<file path="src/rtl/writeback_arbiter_pkg.sv">
// Shared writeback types: register-file geometry and the long-latency FIFO entry.
package writeback_arbiter_pkg;

    localparam int unsigned DATA_W   = 32;
    localparam int unsigned ADDR_W   = 5;
    localparam int unsigned NUM_REGS = 2 ** ADDR_W;

    typedef struct packed {
        logic              live;
        logic [ADDR_W-1:0] dest;
        logic [DATA_W-1:0] data;
    } wb_entry_t;

endpackage

</file>
<file path="src/rtl/writeback_arbiter_if.sv">
// Register-file write port bundle: pipeline and long-latency producers in, write port and interlock out.
interface writeback_arbiter_if;
    import writeback_arbiter_pkg::*;

    logic                wb_valid;
    logic [ADDR_W-1:0]   wb_reg;
    logic [DATA_W-1:0]   wb_data;
    logic                lu_valid;
    logic [ADDR_W-1:0]   lu_reg;
    logic [DATA_W-1:0]   lu_data;
    logic                lu_ready;
    logic                RegWrite;
    logic [ADDR_W-1:0]   WriteReg;
    logic [DATA_W-1:0]   WriteData;
    logic                stall_req;
    logic [NUM_REGS-1:0] busy_mask;

    modport master (
        output wb_valid, wb_reg, wb_data, lu_valid, lu_reg, lu_data,
        input  lu_ready, RegWrite, WriteReg, WriteData, stall_req, busy_mask
    );

    modport slave (
        input  wb_valid, wb_reg, wb_data, lu_valid, lu_reg, lu_data,
        output lu_ready, RegWrite, WriteReg, WriteData, stall_req, busy_mask
    );

endinterface

</file>
<file path="src/rtl/writeback_arbiter_wb_fifo.sv">
// Circular buffer of long-latency results; each entry carries a live bit that a
// younger pipeline write to the same register can clear in place.
module wb_fifo
    import writeback_arbiter_pkg::*;
#(
    parameter int unsigned DEPTH = 4
) (
    input  logic                clk,
    input  logic                rst,
    input  logic                push,
    input  wb_entry_t           pushEntry,
    input  logic                pop,
    input  logic                squash,
    input  logic [ADDR_W-1:0]   squashReg,
    output wb_entry_t           head,
    output logic                empty,
    output logic                full,
    output logic [NUM_REGS-1:0] liveMask
);

    localparam int unsigned PTR_W = $clog2(DEPTH);
    localparam int unsigned CNT_W = PTR_W + 1;

    wb_entry_t        mem [DEPTH];
    logic [PTR_W-1:0] rdPtr;
    logic [PTR_W-1:0] wrPtr;
    logic [CNT_W-1:0] count;

    always_ff @(posedge clk) begin
        if (rst) begin
            rdPtr <= '0;
            wrPtr <= '0;
            count <= '0;
            for (int i = 0; i < int'(DEPTH); i++) mem[i].live <= 1'b0;
        end else begin
            for (int i = 0; i < int'(DEPTH); i++) begin
                if (squash && mem[i].live && (mem[i].dest == squashReg)) mem[i].live <= 1'b0;
            end
            // Retired slots drop their live bit so liveMask only sees occupied entries.
            if (pop) begin
                mem[rdPtr].live <= 1'b0;
                rdPtr           <= rdPtr + PTR_W'(1);
            end
            if (push) begin
                mem[wrPtr] <= pushEntry;
                wrPtr      <= wrPtr + PTR_W'(1);
            end
            case ({push, pop})
                2'b10:   count <= count + CNT_W'(1);
                2'b01:   count <= count - CNT_W'(1);
                default: count <= count;
            endcase
        end
    end

    assign head  = mem[rdPtr];
    assign empty = (count == '0);
    assign full  = (count == CNT_W'(DEPTH));

    always_comb begin
        liveMask = '0;
        for (int i = 0; i < int'(DEPTH); i++) begin
            if (mem[i].live) liveMask[mem[i].dest] = 1'b1;
        end
    end

endmodule

</file>
<file path="src/rtl/writeback_arbiter.sv">
// Register-file write-port producer: pipeline results win, queued long-latency
// results fill idle slots, and a starving FIFO head requests a pipeline bubble.
module writeback_arbiter
    import writeback_arbiter_pkg::*;
#(
    parameter int unsigned DEPTH        = 4,
    parameter int unsigned STARVE_LIMIT = 3
) (
    input logic               clk,
    input logic               rst,
    writeback_arbiter_if.slave bus
);

    localparam int unsigned WAIT_W = $clog2(STARVE_LIMIT + 1);

    wb_entry_t           head;
    wb_entry_t           pushEntry;
    logic                fifoEmpty;
    logic                fifoFull;
    logic [NUM_REGS-1:0] liveMask;
    logic [WAIT_W-1:0]   waitCnt;
    logic [WAIT_W-1:0]   waitNext;
    logic                stallNext;
    logic                wbWrite;
    logic                headLive;
    logic                popLive;
    logic                pop;
    logic                push;
    logic                headSurvives;

    always_comb begin
        wbWrite   = bus.wb_valid && (bus.wb_reg != '0);
        headLive  = !fifoEmpty && head.live;
        popLive   = headLive && !wbWrite;
        pop       = popLive || (!fifoEmpty && !head.live);
        // A same-cycle pipeline write to lu_reg makes the queued value stale on arrival.
        push      = bus.lu_valid && bus.lu_ready && (bus.lu_reg != '0)
                    && !(wbWrite && (bus.wb_reg == bus.lu_reg));
        pushEntry = '{live: 1'b1, dest: bus.lu_reg, data: bus.lu_data};

        headSurvives = headLive && !pop && !(wbWrite && (head.dest == bus.wb_reg));
        waitNext     = '0;
        if (headSurvives) begin
            waitNext = (waitCnt == WAIT_W'(STARVE_LIMIT)) ? waitCnt : waitCnt + WAIT_W'(1);
        end

        stallNext = bus.stall_req;
        if (pop) stallNext = 1'b0;
        if (waitNext == WAIT_W'(STARVE_LIMIT)) stallNext = 1'b1;
    end

    always_ff @(posedge clk) begin
        if (rst) begin
            bus.RegWrite  <= 1'b0;
            bus.WriteReg  <= '0;
            bus.WriteData <= '0;
            bus.stall_req <= 1'b0;
            waitCnt       <= '0;
        end else begin
            bus.RegWrite  <= wbWrite || popLive;
            if (wbWrite) begin
                bus.WriteReg  <= bus.wb_reg;
                bus.WriteData <= bus.wb_data;
            end else if (popLive) begin
                bus.WriteReg  <= head.dest;
                bus.WriteData <= head.data;
            end
            bus.stall_req <= stallNext;
            waitCnt       <= waitNext;
        end
    end

    wb_fifo #(.DEPTH(DEPTH)) u_fifo (
        .clk       (clk),
        .rst       (rst),
        .push      (push),
        .pushEntry (pushEntry),
        .pop       (pop),
        .squash    (wbWrite),
        .squashReg (bus.wb_reg),
        .head      (head),
        .empty     (fifoEmpty),
        .full      (fifoFull),
        .liveMask  (liveMask)
    );

    assign bus.lu_ready  = !fifoFull && !rst;
    assign bus.busy_mask = liveMask;

    noWbDuringStall: assert property (@(posedge clk) disable iff (rst)
        !(bus.stall_req && bus.wb_valid));

endmodule

</file>
<file path="src/flat_wrapper.sv">
// flat-port wrapper written by rule: the top's interface ports become plain ports
module writeback_arbiter_flat import writeback_arbiter_pkg::*;
#(
    parameter int unsigned DEPTH        = 4,
    parameter int unsigned STARVE_LIMIT = 3
)
  (clk, rst, bus_wb_valid, bus_wb_reg, bus_wb_data, bus_lu_valid, bus_lu_reg, bus_lu_data, bus_lu_ready, bus_RegWrite, bus_WriteReg, bus_WriteData, bus_stall_req, bus_busy_mask);
  writeback_arbiter_if bus_i ();
  input logic clk;
  input logic rst;
  input wire logic [$bits(bus_i.wb_valid)-1:0] bus_wb_valid;
  input wire logic [$bits(bus_i.wb_reg)-1:0] bus_wb_reg;
  input wire logic [$bits(bus_i.wb_data)-1:0] bus_wb_data;
  input wire logic [$bits(bus_i.lu_valid)-1:0] bus_lu_valid;
  input wire logic [$bits(bus_i.lu_reg)-1:0] bus_lu_reg;
  input wire logic [$bits(bus_i.lu_data)-1:0] bus_lu_data;
  output wire logic [$bits(bus_i.lu_ready)-1:0] bus_lu_ready;
  output wire logic [$bits(bus_i.RegWrite)-1:0] bus_RegWrite;
  output wire logic [$bits(bus_i.WriteReg)-1:0] bus_WriteReg;
  output wire logic [$bits(bus_i.WriteData)-1:0] bus_WriteData;
  output wire logic [$bits(bus_i.stall_req)-1:0] bus_stall_req;
  output wire logic [$bits(bus_i.busy_mask)-1:0] bus_busy_mask;
  assign bus_i.wb_valid = bus_wb_valid;
  assign bus_i.wb_reg = bus_wb_reg;
  assign bus_i.wb_data = bus_wb_data;
  assign bus_i.lu_valid = bus_lu_valid;
  assign bus_i.lu_reg = bus_lu_reg;
  assign bus_i.lu_data = bus_lu_data;
  assign bus_lu_ready = bus_i.lu_ready;
  assign bus_RegWrite = bus_i.RegWrite;
  assign bus_WriteReg = bus_i.WriteReg;
  assign bus_WriteData = bus_i.WriteData;
  assign bus_stall_req = bus_i.stall_req;
  assign bus_busy_mask = bus_i.busy_mask;
  writeback_arbiter #(.DEPTH(DEPTH), .STARVE_LIMIT(STARVE_LIMIT)) u_core (.clk(clk), .rst(rst), .bus(bus_i));
endmodule
</file>
<file path="config.mk">
export PLATFORM = sky130hd
export DESIGN_NAME = writeback_arbiter_flat
export DESIGN_NICKNAME = d
export VERILOG_FILES = /design/src/rtl/writeback_arbiter_pkg.sv /design/src/rtl/writeback_arbiter_if.sv /design/src/rtl/writeback_arbiter_wb_fifo.sv /design/src/rtl/writeback_arbiter.sv /design/src/flat_wrapper.sv
export SDC_FILE = /design/constraint.sdc
export NUM_CORES = 1
export LEC_CHECK = 0
export CAP_MARGIN = 25
export CORE_MARGIN = 8
export CORE_UTILIZATION = 60
export CTS_BUF_LIST = sky130_fd_sc_hd__clkbuf_8 sky130_fd_sc_hd__clkbuf_16
export CTS_CLUSTER_DIAMETER = 30
export DETAILED_ROUTE_END_ITERATION = 6
export DONT_BUFFER_PORTS = 1
export PLACE_DENSITY = 0.76
export SETUP_SLACK_MARGIN = 0.1
export SYNTH_ARGS = -nofsm -noshare
export SYNTH_HDL_FRONTEND = slang
export SYNTH_HIERARCHICAL = 1
export SYNTH_SLANG_ARGS = --single-unit
export TNS_END_PERCENT = 20
</file>
<file path="constraint.sdc">
create_clock -name clk -period 4.9 [get_ports clk]
set_clock_uncertainty 0.1 [all_clocks]
set_input_delay 0.98 -clock clk [delete_from_list [all_inputs] [get_ports clk]]
set_output_delay 0.98 -clock clk [all_outputs]
set_load 0.005 [all_outputs]
</file>
==> impl_metrics.csv <==
group,metric,value,unit
status,outcome,"completed",
grt,antenna_found_initial,0,
synth,synth_commonest_cells,"152 x edfxtp_1, 89 x nand2_1, 54 x nor2_1",
setup_path,worstSetupEndpoint,"u_core/u_fifo/mem[3][20]",
power,peakVddDrop,0.368,mV
synth,yosysWarnings,6,
setup_path,critPathLaunchType,"primary input",
timing,setup_tns,0,ps
placement,io_buffers,0,
synth,synth_top_area_share,48.8,%
power,power,5.01,mW
clock_network,cts_tree,"built",
clock_network,cts_max_path_buffers,3,
synth,synth-seq-cells,202,
grt,grt_max_degree,77,
die,rows,45,
setup_path,crit_required,5050,ps
final_layout,fin_nets,781,
synth,syn_inst,695,
synth,yosysTopAreaCell,"edfxtp_1",
synth,synth_most_common_cell,"edfxtp_1",
power,p_seq_share,40.7,%
routing,detail_route.vias_per_cell,6.96,
timing,hold_viol,0,
synth,postSynthAreaPerCell,13.5,um^2
final_layout,drive_above_1_share,18.3,%
clock_network,htreeDepth,1,
setup_path,worstPathMaxFanout,21,
placement,place_congestion,0.929,
clock_network,cts.reportedPaths.clkPinSlew,50,ps
setup_path,worstPathArrival,3850,ps
die,die_w,141,um
die,dieHeight,141,um
timing,max_clock_freq,0.270,GHz
clock_network,clk_latency,550,ps
synth,synthFlopType,"edfxtp_1",
routing,wl_per_cell,27.2,um
routing,totalWireLength,24600,um
setup_path,startpoint,"bus_wb_reg[1]",
die,coreArea,15200,um^2
final_layout,n_antenna_cell,0,
worst_hold_path,min_path_type,"register to register",
setup_path,regToRegSetupSlack,1520,ps
setup_path,reg2reg_depth,9,
clock_network,cts_setup_buffers,0,
clock_network,postCtsHoldBufs,0,
clock_network,clock-sinks,202,
power,p_clk_share,42.3,%
timing,maxSlewHeadroom,31.7,%
run,cap_violations,0,
placement,dp.cells,848,
power,combPwrFrac,17.0,%
synth,synth_area_leaders,"edfxtp_1 49%, dfxtp_1 11%, mux4_2 9.1%",
grt,track_usage,24.6,%
routing,ant_nets,0,
timing,finalCritPeriodShare,75.5,%
timing,slew_violations,0,
grt,grt_pass1_wl,38000,um
synth,synthDistinctLibCells,49,
die,ios,150,
timing,min_period,3700,ps
final_layout,post-route-util,68.8,%
routing,drt_iter0_drc,646,
synth,synth_seq_area_share,59.5,%
synth,synth_area,9360,um^2
timing,rsz0062_at_grt,"false",
power,p_per_area,479,nW/um^2
placement,dp_hpwl,16200,um
power,leakage,3.37,nW
grt,first_global_vias,6558,
power,p_switching,1.41,mW
routing,dr.pass1.iters,5,
routing,route.detailed.drc,0,
die,die_area,19800,um^2
routing,vias,6289,
setup_path,critical_path_class,"primary input to register",
setup_path,reg2reg_to,"u_core/u_fifo/count[2]",
timing,setup_violations,0,
power,p_int,3.60,mW
setup_path,end_kind,"register",
clock_network,clockRootBuffer,"clkbuf_16",
clock_network,numCtsBuffers,31,
synth,synth_edf_count,152,
final_layout,finalNonFillerCells,904,
timing,worstMarginPinSlew,1020,ps
clock_network,ctsResizeCount,0,
final_layout,area_delta_synth_final,11.8,%
synth,async_reset_ff_share,0,%
power,swShare,28.2,%
grt,overflow,0,
die,start_util,61.5,%
## how the worst min path moves through the flow
| stage | startpoint | end | cells past startpoint |
|---|---|---|---|
| 3_3_place_gp | u_core/waitCnt[0] | u_core/waitCnt[1] | 1 |
| 3_5_place_dp | u_core/waitCnt[0] | u_core/waitCnt[1] | 1 |
| 4_1_cts | u_core/waitCnt[0] | u_core/waitCnt[1] | 1 |
| 6_report | u_core/waitCnt[0] | u_core/waitCnt[1] | 1 |
| 5_1_grt | rst | u_core/bus.WriteData[18] | 1 |
| 2_1_floorplan | u_core/waitCnt[0] | u_core/waitCnt[0] | 1 |
## worst max-delay path: stages
cell and delay, ps:
or4_1 560, o21ai_4 160, inv_1 130, a21oi_1 510, inv_1 130, nor2_1 430, and2_2 630, buf_4 310
## per-layer routing
metal | wire [um] | vias to the layer above | GRT usage (%)
met4 | 689 | 0 | 8.48
met3 | 2170 | 53 | 5.67
li1 | - | 2723 | -
met5 | 0 | - | 0
met2 | 12300 | 355 | 41.6
met1 | 9430 | 3158 | 30.6
## sequential cells by signal, summed over array words and instances, names as in the netlist, named ones only
signal and flops:
u_core/bus.RegWrite 1, u_core/bus.WriteData 32, u_core/u_fifo/mem 152, u_core/u_fifo/wrPtr 2, u_core/u_fifo/count 3, u_core/bus.stall_req 1, u_core/bus.WriteReg 5, u_core/waitCnt 2
u_core/u_fifo/rdPtr 2
## cells by family after synthesis
kind of cell,count (synthesis),synth area share [%]
muxes,40,9.36
buffers and inverters,63,3.26
other,1,0.0401
xor gates and xnor gates,25,2.34
AOI/OAI and AO/OA,127,11.9
and+or+nand+nor,227,12.1
DFF,202,59.5
adders and majority gates,10,1.42
## area by class of cell
type                            count  area (um^2)
Sequential cell                   202         5570
Fill cell                        1025         4740
Multi-Input combinational cell    433         3520
Clock buffer                       31          776
Clock inverter                     25          239
Tap cell                          188          235
Timing Repair Buffer                9         63.8
Inverter                           16         60.1
## cells in the final DEF, fill, tap and decap left out, drive strengths merged, types with 7 or more instances in the layout
master / synthesis / routed
nor2b: 20 / 20
ha: 9 / 9
nand3: 8 / 8
inv: 16 / 28
xor2: 9 / 9
nand2b: 12 / 12
buf: 29 / 9
xnor2: 16 / 16
edfxtp: 152 / 152
dfxtp: 50 / 50
clkbuf: 18 / 31
a32oi: 7 / 7
clkinv: 0 / 8
a311oi: 37 / 37
o221ai: 35 / 35
nor2: 54 / 54
mux4: 38 / 38
nand2: 89 / 89
a22oi: 25 / 25
## power by group through the flow
stage	sequential [mW]	combinational, mW	clock [mW]
after floorplan	2.03	0.697	0
after global placement	2.06	0.813	0
after detailed placement	2.07	0.845	0
after CTS	2.04	0.860	2.14
after global routing	2.05	0.929	2.21
final	2.04	0.852	2.12
## through the flow
step                      area (um^2)  hold slack [ps]  worst slack (ps)
final                           10500              353              1200
after global routing            10500              376              1000
after CTS                       10500              353              1270
after detailed placement         9450              345               751
after global placement           9440              328               841
after floorplan                  9370              320               939
Power figures use the tool's default switching activity.
